File: src/rtl/move_debouncer_pkg.sv
// move_debouncer_pkg
//   Shared types and constants for the movement-button debouncer.
//   - chan_state_e : per-channel debounce FSM state
//   - DEF_*        : default timing constants (cycles of the 25 MHz clock)
//   - cnt_width()  : width needed to hold the largest timing constant
package move_debouncer_pkg;

  typedef enum logic [1:0] {
    IDLE         = 2'd0,
    PRESS_WAIT   = 2'd1,
    HELD         = 2'd2,
    RELEASE_WAIT = 2'd3
  } chan_state_e;

  localparam int unsigned DEF_DEBOUNCE_CYCLES = 250000;   // 10 ms
  localparam int unsigned DEF_REPEAT_DELAY    = 5000000;  // 200 ms
  localparam int unsigned DEF_REPEAT_PERIOD   = 2500000;  // 100 ms

  // Sized so the largest constant itself is representable; the counters
  // compare against these values exactly.
  function automatic int unsigned cnt_width(input int unsigned a,
                                            input int unsigned b,
                                            input int unsigned c);
    int unsigned m;
    m = a;
    if (b > m) m = b;
    if (c > m) m = c;
    return (m < 2) ? 1 : $clog2(m + 1);
  endfunction

endpackage

File: src/rtl/move_debouncer_channel.sv
// debounce_channel
//   One button channel: 2-flop synchronizer, debounce FSM, debounce counter
//   and (with MOVE_AUTOREPEAT_EN defined) the auto-repeat counter.
//   Ports:
//     i_clk_25MHz  in   system clock
//     i_reset      in   synchronous, active-low reset
//     raw_i        in   raw asynchronous button level (active-high)
//     held_o       out  debounced level
//     strobe_o     out  one-cycle move strobe (press, and repeats if enabled)
//   Macro: MOVE_AUTOREPEAT_EN enables the repeat counter.
//   DEBOUNCE_CYCLES is expected to be at least 2.
//
//   state        | meaning
//   IDLE         | debounced level 0, synced input low
//   PRESS_WAIT   | debounced level 0, counting stable high samples
//   HELD         | debounced level 1, synced input high
//   RELEASE_WAIT | debounced level 1, counting stable low samples
module debounce_channel
  import move_debouncer_pkg::*;
#(
  parameter int unsigned DEBOUNCE_CYCLES = DEF_DEBOUNCE_CYCLES,
  parameter int unsigned REPEAT_DELAY    = DEF_REPEAT_DELAY,
  parameter int unsigned REPEAT_PERIOD   = DEF_REPEAT_PERIOD
) (
  input  logic i_clk_25MHz,
  input  logic i_reset,
  input  logic raw_i,
  output logic held_o,
  output logic strobe_o
);

  localparam int unsigned CW = cnt_width(DEBOUNCE_CYCLES, REPEAT_DELAY, REPEAT_PERIOD);
  localparam logic [CW-1:0] DB_LAST = CW'(DEBOUNCE_CYCLES - 1);

  logic          sync1_q, sync2_q;
  chan_state_e   state_q, state_d;
  logic [CW-1:0] cnt_q, cnt_d, cnt_inc;
  logic          held_q, held_d;
  logic          strobe_q, strobe_d;
  logic          fsm_strobe;

  assign cnt_inc = (cnt_q == '1) ? cnt_q : cnt_q + CW'(1);

  always_ff @(posedge i_clk_25MHz) begin
    if (!i_reset) begin
      sync1_q  <= 1'b0;
      sync2_q  <= 1'b0;
      state_q  <= IDLE;
      cnt_q    <= '0;
      held_q   <= 1'b0;
      strobe_q <= 1'b0;
    end else begin
      sync1_q  <= raw_i;
      sync2_q  <= sync1_q;
      state_q  <= state_d;
      cnt_q    <= cnt_d;
      held_q   <= held_d;
      strobe_q <= strobe_d;
    end
  end

  // The IDLE->PRESS_WAIT edge already counts as the first stable sample,
  // so the level flips on the DEBOUNCE_CYCLES-th consecutive sample.
  always_comb begin
    state_d    = state_q;
    cnt_d      = cnt_q;
    held_d     = held_q;
    fsm_strobe = 1'b0;
    case (state_q)
      IDLE: begin
        if (sync2_q) begin
          state_d = PRESS_WAIT;
          cnt_d   = '0;
        end
      end
      PRESS_WAIT: begin
        if (!sync2_q) begin
          state_d = IDLE;
          cnt_d   = '0;
        end else if (cnt_inc >= DB_LAST) begin
          state_d    = HELD;
          cnt_d      = '0;
          held_d     = 1'b1;
          fsm_strobe = 1'b1;
        end else begin
          cnt_d = cnt_inc;
        end
      end
      HELD: begin
        if (!sync2_q) begin
          state_d = RELEASE_WAIT;
          cnt_d   = '0;
        end
      end
      RELEASE_WAIT: begin
        if (sync2_q) begin
          state_d = HELD;
          cnt_d   = '0;
        end else if (cnt_inc >= DB_LAST) begin
          state_d = IDLE;
          cnt_d   = '0;
          held_d  = 1'b0;
        end else begin
          cnt_d = cnt_inc;
        end
      end
      default: begin
        state_d = IDLE;
        cnt_d   = '0;
        held_d  = 1'b0;
      end
    endcase
  end

`ifdef MOVE_AUTOREPEAT_EN
  localparam logic [CW-1:0] RPT_DELAY_C  = CW'(REPEAT_DELAY);
  localparam logic [CW-1:0] RPT_PERIOD_C = CW'(REPEAT_PERIOD);

  logic [CW-1:0] rpt_q, rpt_d, rpt_inc;
  logic          rpt_armed_q, rpt_armed_d;
  logic          rpt_strobe;

  assign rpt_inc = (rpt_q == '1) ? rpt_q : rpt_q + CW'(1);

  always_ff @(posedge i_clk_25MHz) begin
    if (!i_reset) begin
      rpt_q       <= '0;
      rpt_armed_q <= 1'b0;
    end else begin
      rpt_q       <= rpt_d;
      rpt_armed_q <= rpt_armed_d;
    end
  end

  // Advances only while the debounced level is 1 and the synced input agrees;
  // a bounce into RELEASE_WAIT freezes it rather than restarting it.
  always_comb begin
    rpt_d       = rpt_q;
    rpt_armed_d = rpt_armed_q;
    rpt_strobe  = 1'b0;
    if (fsm_strobe) begin
      rpt_d       = '0;
      rpt_armed_d = 1'b0;
    end else if (held_q && sync2_q) begin
      if (rpt_inc == (rpt_armed_q ? RPT_PERIOD_C : RPT_DELAY_C)) begin
        rpt_strobe  = 1'b1;
        rpt_d       = '0;
        rpt_armed_d = 1'b1;
      end else begin
        rpt_d = rpt_inc;
      end
    end
  end

  assign strobe_d = fsm_strobe | rpt_strobe;
`else
  assign strobe_d = fsm_strobe;
`endif

  assign held_o   = held_q;
  assign strobe_o = strobe_q;

endmodule

File: src/rtl/move_debouncer.sv
// move_debouncer
//   Turns the raw left/right buttons into clean one-cycle move strobes plus
//   debounced levels for the ship logic.
//   Ports:
//     i_clk_25MHz        in   system clock
//     i_reset            in   synchronous, active-low reset
//     i_left_raw         in   raw left button
//     i_right_raw        in   raw right button
//     o_left_debounced   out  one-cycle left move strobe
//     o_right_debounced  out  one-cycle right move strobe
//     o_left_held        out  debounced left level
//     o_right_held       out  debounced right level
//   Macro: MOVE_AUTOREPEAT_EN enables auto-repeat in both channels.
module move_debouncer
  import move_debouncer_pkg::*;
#(
  parameter int unsigned DEBOUNCE_CYCLES = DEF_DEBOUNCE_CYCLES,
  parameter int unsigned REPEAT_DELAY    = DEF_REPEAT_DELAY,
  parameter int unsigned REPEAT_PERIOD   = DEF_REPEAT_PERIOD
) (
  input  logic i_clk_25MHz,
  input  logic i_reset,
  input  logic i_left_raw,
  input  logic i_right_raw,
  output logic o_left_debounced,
  output logic o_right_debounced,
  output logic o_left_held,
  output logic o_right_held
);

  logic left_strobe, left_held, right_strobe, right_held;
  logic left_deb_d, right_deb_d;
  logic left_deb_q, right_deb_q, left_held_q, right_held_q;

  debounce_channel #(
    .DEBOUNCE_CYCLES(DEBOUNCE_CYCLES),
    .REPEAT_DELAY   (REPEAT_DELAY),
    .REPEAT_PERIOD  (REPEAT_PERIOD)
  ) u_left (
    .i_clk_25MHz(i_clk_25MHz),
    .i_reset    (i_reset),
    .raw_i      (i_left_raw),
    .held_o     (left_held),
    .strobe_o   (left_strobe)
  );

  debounce_channel #(
    .DEBOUNCE_CYCLES(DEBOUNCE_CYCLES),
    .REPEAT_DELAY   (REPEAT_DELAY),
    .REPEAT_PERIOD  (REPEAT_PERIOD)
  ) u_right (
    .i_clk_25MHz(i_clk_25MHz),
    .i_reset    (i_reset),
    .raw_i      (i_right_raw),
    .held_o     (right_held),
    .strobe_o   (right_strobe)
  );

  // Gating uses the other channel's level from the same cycle, so the
  // registered strobe is never high together with the other registered held.
  assign left_deb_d  = left_strobe & ~right_held;
  assign right_deb_d = right_strobe & ~left_held;

  always_ff @(posedge i_clk_25MHz) begin
    if (!i_reset) begin
      left_deb_q   <= 1'b0;
      right_deb_q  <= 1'b0;
      left_held_q  <= 1'b0;
      right_held_q <= 1'b0;
    end else begin
      left_deb_q   <= left_deb_d;
      right_deb_q  <= right_deb_d;
      left_held_q  <= left_held;
      right_held_q <= right_held;
    end
  end

  assign o_left_debounced  = left_deb_q;
  assign o_right_debounced = right_deb_q;
  assign o_left_held       = left_held_q;
  assign o_right_held      = right_held_q;

endmodule

File: config.mk
export PLATFORM = sky130hd
export DESIGN_NAME = move_debouncer
export DESIGN_NICKNAME = d
export VERILOG_FILES = /design/src/rtl/move_debouncer_pkg.sv /design/src/rtl/move_debouncer_channel.sv /design/src/rtl/move_debouncer.sv
export SDC_FILE = /design/constraint.sdc
export NUM_CORES = 1
export LEC_CHECK = 0
export ABC_AREA = 1
export CORE_MARGIN = 3
export CORE_UTILIZATION = 40
export CTS_CLUSTER_SIZE = 10
export DETAILED_ROUTE_END_ITERATION = 10
export PLACE_DENSITY = 0.54
export SLEW_MARGIN = 40
export SYNTH_ARGS = -nofsm -noshare
export SYNTH_HDL_FRONTEND = slang
export SYNTH_SLANG_ARGS = --single-unit
File: constraint.sdc
create_clock -name i_clk_25MHz -period 2.54 [get_ports i_clk_25MHz]
set_clock_uncertainty 0.15 [all_clocks]
set_input_delay 0.635 -clock i_clk_25MHz [delete_from_list [all_inputs] [get_ports i_clk_25MHz]]
set_output_delay 0.635 -clock i_clk_25MHz [all_outputs]
set_load 0.01 [all_outputs]
### Word-level counts from Yosys, hierarchy flattened

Cells that the tools add are included.

* reduce and logical (&&, ||, !) cells: 12
* muxes and demuxes: 40
* add/subtract/negate cells: 2
* bitwise logic cells: 4
* $lt $le $gt $ge: 2
* equal/unequal tests: 24

Operators with widths (count)
* 23-bit two-way mux: 12
* 23-bit one-hot mux with 4 select lines: 2
* 23-bit by 1-bit adder with 23-bit output (second input constant): 2
* 23-bit == test (second input constant): 2
* 23-bit by 18-bit greater-or-equal comparator with 1-bit output (second input constant): 2
* 2-bit two-way mux: 12
* 2-bit by 1-bit inequality test with 1-bit output (second input constant): 8
* 2-bit one-hot mux with 4 select lines: 2
* 1-bit two-way mux: 10
* 5-bit AND reduction: 2
* 2-bit == test (second input constant): 4
* 2-bit inequality test (second input constant): 4
* 4-bit AND reduction: 2
* 3-bit by 1-bit inequality test with 1-bit output (second input constant): 2
* 3-bit inequality test (second input constant): 2
* 3-bit AND reduction: 2
* 2-bit by 1-bit == test with 1-bit output (second input constant): 2
* 2-bit logical NOT: 2
* 1-bit one-hot mux with 2 select lines: 2
* 2-bit AND reduction: 2
* 2-bit nonzero test: 2
* 1-bit bitwise AND: 2
* 1-bit NOT: 2

* input bits: 4
* logic and storage cells: 100
* register bits: 62

### Logic depth before layout (Yosys ltp)

* depth in word-level cells: 6
* mapped depth: 19
* depth with buffers taken out: 18

### Cells and area by module

From an unflattened synthesis, not the netlist that was laid out.

* cells, all modules: 649
* area total of the unflattened synthesis: 4230.3 um2

By module, submodules not included
* debounce_channel (u_left): cells each 319, times used 1, sequential area each 580.6 um2, area an instance 2112.0 um2
* debounce_channel (u_right): cells each 318, times used 1, sequential area each 580.6 um2, area an instance 2008.2 um2
* move_debouncer: cells each 12, times used 1, sequential area each 80.1 um2, area an instance 110.1 um2

### Least setup slack after synthesis

OpenSTA, ideal clock, no wires.

* path type: register to register
* from: register u_right.cnt_q[0]
* to: register u_right.cnt_q[17]
* cell stages (with the launch flop): 18
* clock period less this slack: 2.536 ns
* arrival time: 2.249 ns
* setup slack: 0.004 ns
* buffers on the path: 3
* required time: 2.253 ns
* cell sequence: dfxtp_1 > ha_1 > buf_4 > inv_2 > nor2_4 > nand2_2 > nor2_2 > nand2_2 > buf_6 > nand2_2 > nand2_1 > nor2_1 > nand2_1 > nor2_2 > nand3_4 > buf_4 > nand4_1 > a21oi_1

* word-level cells in the longest chain between the ends: 6
* elaborated cells between the ends (all ways): 8
* those cells by class: add/sub (1); order compare (1); eq/ne (1); mux (5)

Ends and longest elaborated chain
* start: declaration: line move_debouncer_channel.sv:37 `logic [CW-1:0] cnt_q, cnt_d, cnt_inc;`
* start signal: assignment: line move_debouncer_channel.sv:56 `cnt_q <= cnt_d;`
* 23-bit by 1-bit adder with 23-bit output / 23-bit == test (equally long branches): line move_debouncer_channel.sv:42 `assign cnt_inc = (cnt_q == '1) ? cnt_q : cnt_q + CW'(1);`
* 23-bit two-way mux *: line move_debouncer_channel.sv:42
* 23-bit by 18-bit greater-or-equal comparator with 1-bit output: line move_debouncer_channel.sv:80, move_debouncer_channel.sv:99
* 23-bit two-way mux *: line move_debouncer_channel.sv:80, move_debouncer_channel.sv:99
* 23-bit two-way mux, on equally long branches: line move_debouncer_channel.sv:96, move_debouncer_channel.sv:77
* 23-bit one-hot mux with 4 select lines *: line move_debouncer_channel.sv:69 `case (state_q)`

Mark *: on every way between the ends. The rest lies on a longest branch, timed or not.
A chain may end at the register's enable or synchronous reset.

### Worst setup path in the final report

* from: register u_left.cnt_q[1]
* to: register u_left.cnt_q[11]

* word-level cells in the longest chain between the ends: 6
* elaborated cells between the ends (all ways): 8
* those cells by class: add/sub (1); order compare (1); eq/ne (1); mux (5)

Ends and longest elaborated chain (line)
* start: declaration: move_debouncer_channel.sv:37
* start signal: assignment: move_debouncer_channel.sv:56
* 23-bit by 1-bit adder with 23-bit output / 23-bit == test (equally long branches): move_debouncer_channel.sv:42
* 23-bit two-way mux *: move_debouncer_channel.sv:42
* 23-bit by 18-bit greater-or-equal comparator with 1-bit output: move_debouncer_channel.sv:80, move_debouncer_channel.sv:99
* 23-bit two-way mux *: move_debouncer_channel.sv:80, move_debouncer_channel.sv:99
* 23-bit two-way mux, on equally long branches: move_debouncer_channel.sv:96, move_debouncer_channel.sv:77
* 23-bit one-hot mux with 4 select lines *: move_debouncer_channel.sv:69

Marked as above.

==> flow_metrics.py <==
metrics = {
    "timing": {
        "hold_viol_final": 0,
        "fin_setup_tns_ps": 0,
        "hold_slack_ps": 270,
        "finalCritPeriodShare_pct": 96.8,
        "timing.fmax_mhz": 407,
        "finalSetupViolCount": 0,
        "period_needed_ps": 2460,
        "slew_viol_final": 0,
        "tightest_slew_ps": 582,
        "worst_slew_margin_rel_pct": 61.1,
    },
    "setup_path": {
        "crit_top_cell": "nand2_4",
        "crit_slowest_cell": "dfxtp_4",
        "timing.rr.end": "u_left.cnt_q[11]",
        "crit_path_end_kind": "flop",
        "startpoint_type": "flop",
        "crit_type": "reg2reg",
        "r2r-start": "u_left.cnt_q[1]",
        "max_stage_delay_ps": 380,
        "worstPathCellList": "ha_4, nand2_4, nor2_4, nand2_2, nor2_4, nand2_4, buf_12, nand2_4, inv_1, nor2_2, nand2_1, nor2_2, nand3_2, nand4_4, inv_2, buf_12, nand2_2, a21oi_2",
        "rr_worst_depth": 18,
        "cp.arrival_ps": 2520,
        "crit_required_ps": 2610,
        "r2r_setup_slack_ps": 80,
        "cp_max_fo": 10,
    },
    "min_path": {
        "hold-path-endpoint": "u_right.sync2_q",
        "hold_depth": 2,
        "min_path_type": "reg2reg",
        "min-delay-start": "u_right.sync1_q",
    },
    "synth": {
        "synth_area_mm2": 0.00410,
        "ys_seq_area_share_pct": 30.2,
        "syn_inst": 668,
        "synth.area.top_cells": "dfxtp_1, nand2_1, nor2_1",
        "synth_top_cell_by_area": "dfxtp_1",
        "avgSynthCellArea_um2": 6.14,
        "async_flop_share_pct": 0,
        "ys_ff_latch": 62,
        "yosys_most_used_dff": "dfxtp_1",
        "synth_top_area_share_pct": 30.2,
        "synth_edf_count": 0,
        "yosys_warnings": 0,
        "synthDistinctLibCells": 37,
        "synth_fp_nets": 674,
    },
    "detailed_routing": {
        "drc": 0,
        "num_vias": 4466,
        "via_per_inst": 5.00,
        "ant_nets": 0,
        "drt_iter0_markers": 274,
        "post_drt_wl_per_cell_um": 13.6,
        "routed_wl_um": 12100,
        "dr.pass1.iters": 5,
    },
    "placed_design": {
        "io_buffer_count": 7,
        "gp_congestion": 0.865,
        "postPlaceCellArea_mm2": 0.00480,
        "dpl.hpwl_um": 8890,
    },
    "clock_network": {
        "cts-htree-levels": 3,
        "path_clk_slew_ps": 80,
        "tritoncts": "yes",
        "root_buffer": "clkbuf_8",
        "cts_buffer_depth": 2,
        "clkSinkCount": 62,
        "cts_made_buffers": 9,
        "insertion_delay_ps": 360,
    },
    "run": {
        "max_cap_violations": 0,
    },
    "final_layout": {
        "diodes": 0,
        "multi_input_area_mm2": 0.00274,
        "layout-drive-gt1-share_pct": 29.7,
        "area_delta_synth_final_pct": 31.5,
        "fin_area_mm2": 0.00540,
        "layout_common_cells": "nand2_1, nor2_1, buf_4, inv_1, dfxtp_1",
        "layout_commonest_cell": "nand2_1",
        "nFillCells": 960,
        "nets": 762,
        "regArea_mm2": 0.00128,
    },
    "floorplanning": {
        "pin_count": 8,
        "initial_utilization_pct": 41.6,
        "die_x_um": 107,
        "die_height_um": 107,
        "rows": 36,
        "core_mm2": 0.00986,
        "dieArea_mm2": 0.0115,
    },
    "global_route": {
        "grt_max_degree": 36,
        "grt_first_pass_wirelength_um": 19600,
        "grt_usage_pct": 21.4,
        "antenna_found_initial": 0,
        "grt_remaining_overflow": 0,
        "grt_pass1_vias": 4112,
    },
    "status": {
        "outcome": "complete, no violations",
    },
    "pwr": {
        "power_density_mw_per_mm2": 350,
        "ir_drop_mv": 0.283,
        "p_leak_nw": 2.25,
    },
}
per-stage QoR:
stage | cells | total power, mW | setup WS (ps) | utilization, %
floorplan | 668 | 1.05 | 4.33 | -
global placement | 862 | 1.08 | -25.4 | 48.6
detailed placement | 862 | 1.08 | -77.7 | 48.6
CTS | 879 | 1.91 | 0.564 | 50.7
global route | 894 | 1.97 | -39.1 | 54.7
finish | 894 | 1.89 | 81.6 | 54.7
cells by family after synthesis:
kind of cell	count (synthesis)	share of synthesized area (%)
xor+xnor	13	2.77
buf+inv	82	8.63
compound gates	55	8.57
flops	62	30.2
simple gates	454	49.2
fa+ha+maj	2	0.610
final cells by class:
| class | instances | area share, % |
|---|---|---|
| inverters | 63 | 4.38 |
| clock buffers | 9 | 2.30 |
| well taps | 133 | 3.08 |
| clock inverters | 7 | 1.02 |
| multi-input cells | 525 | 50.8 |
| flip-flops and latches | 62 | 23.7 |
| repair buffers | 95 | 14.7 |
routing by layer:
layer	vias to the layer above	global-route usage [%]	part of all wire, %
met5	-	0	0
met4	0	5.94	1.1
met3	14	3.48	6.2
met2	118	32.1	43
met1	2022	31.6	50
li1	2312	-	-
repair_timing:
action                     in CTS  in global routing
gates cloned                    0                  2
pin swaps                       1                 23
resized for setup               6                 90
buffers inserted                1                 13
setup endpoints to repair      18                 44
hold buffers                    0                  0
sequential cells by signal, summed over array words and instances (netlist names), named ones only:
register and cells:
u_left.cnt_q 23, u_left.sync2_q 1, o_left_debounced 1, u_right.held_o 1, u_left.sync1_q 1, u_right.strobe_o 1, u_left.held_o 1, u_right.state_q 1
o_right_debounced 1, u_left.strobe_o 1, u_left.state_q 1, u_right.cnt_q 23, u_right.sync1_q 1, o_left_held 1, o_right_held 1, u_right.sync2_q 1
cells in the mapped netlist, drive strengths merged, types with 3 or more instances:
master  instances
nand2         246
nor2          113
dfxtp          62
inv            61
a21oi          40
nand3          39
nand4          34
nor3           15
clkbuf         10
buf             9
xor2            8
o21bai          5
xnor2           5
o21ai           4
o21a            3
or2             3
power by group:
group	total, mW	internal, mW	switching [mW]
clock network	0.832	0.366	0.466
registers	0.976	0.971	0.00417
logic	0.0834	0.0223	0.0610
critical path, delay by kind of cell, from the launching register on:
family / cells / cell delay (ps)
AO/OA/AOI/OAI: 1 / 50
buffers and inverters: 4 / 400
flip-flops: 1 / 380
adder cells (fa/ha/maj): 1 / 150
AND/OR/NAND/NOR: 12 / 1200
worst max-delay path by stage:
stage,from,endpoint,slack (ps)
6_report,u_left.cnt_q[1],u_left.cnt_q[11],80
5_1_grt,u_right.cnt_q[8],u_right.cnt_q[5],-40
4_1_cts,u_right.cnt_q[1],u_right.cnt_q[10],0.6
3_5_place_dp,u_right.cnt_q[1],u_right.cnt_q[10],-80
3_3_place_gp,u_right.cnt_q[1],u_right.state_q[0],-30
2_1_floorplan,u_right.cnt_q[0],u_right.cnt_q[17],4
No activity file was read; power rests on OpenSTA's default activity.
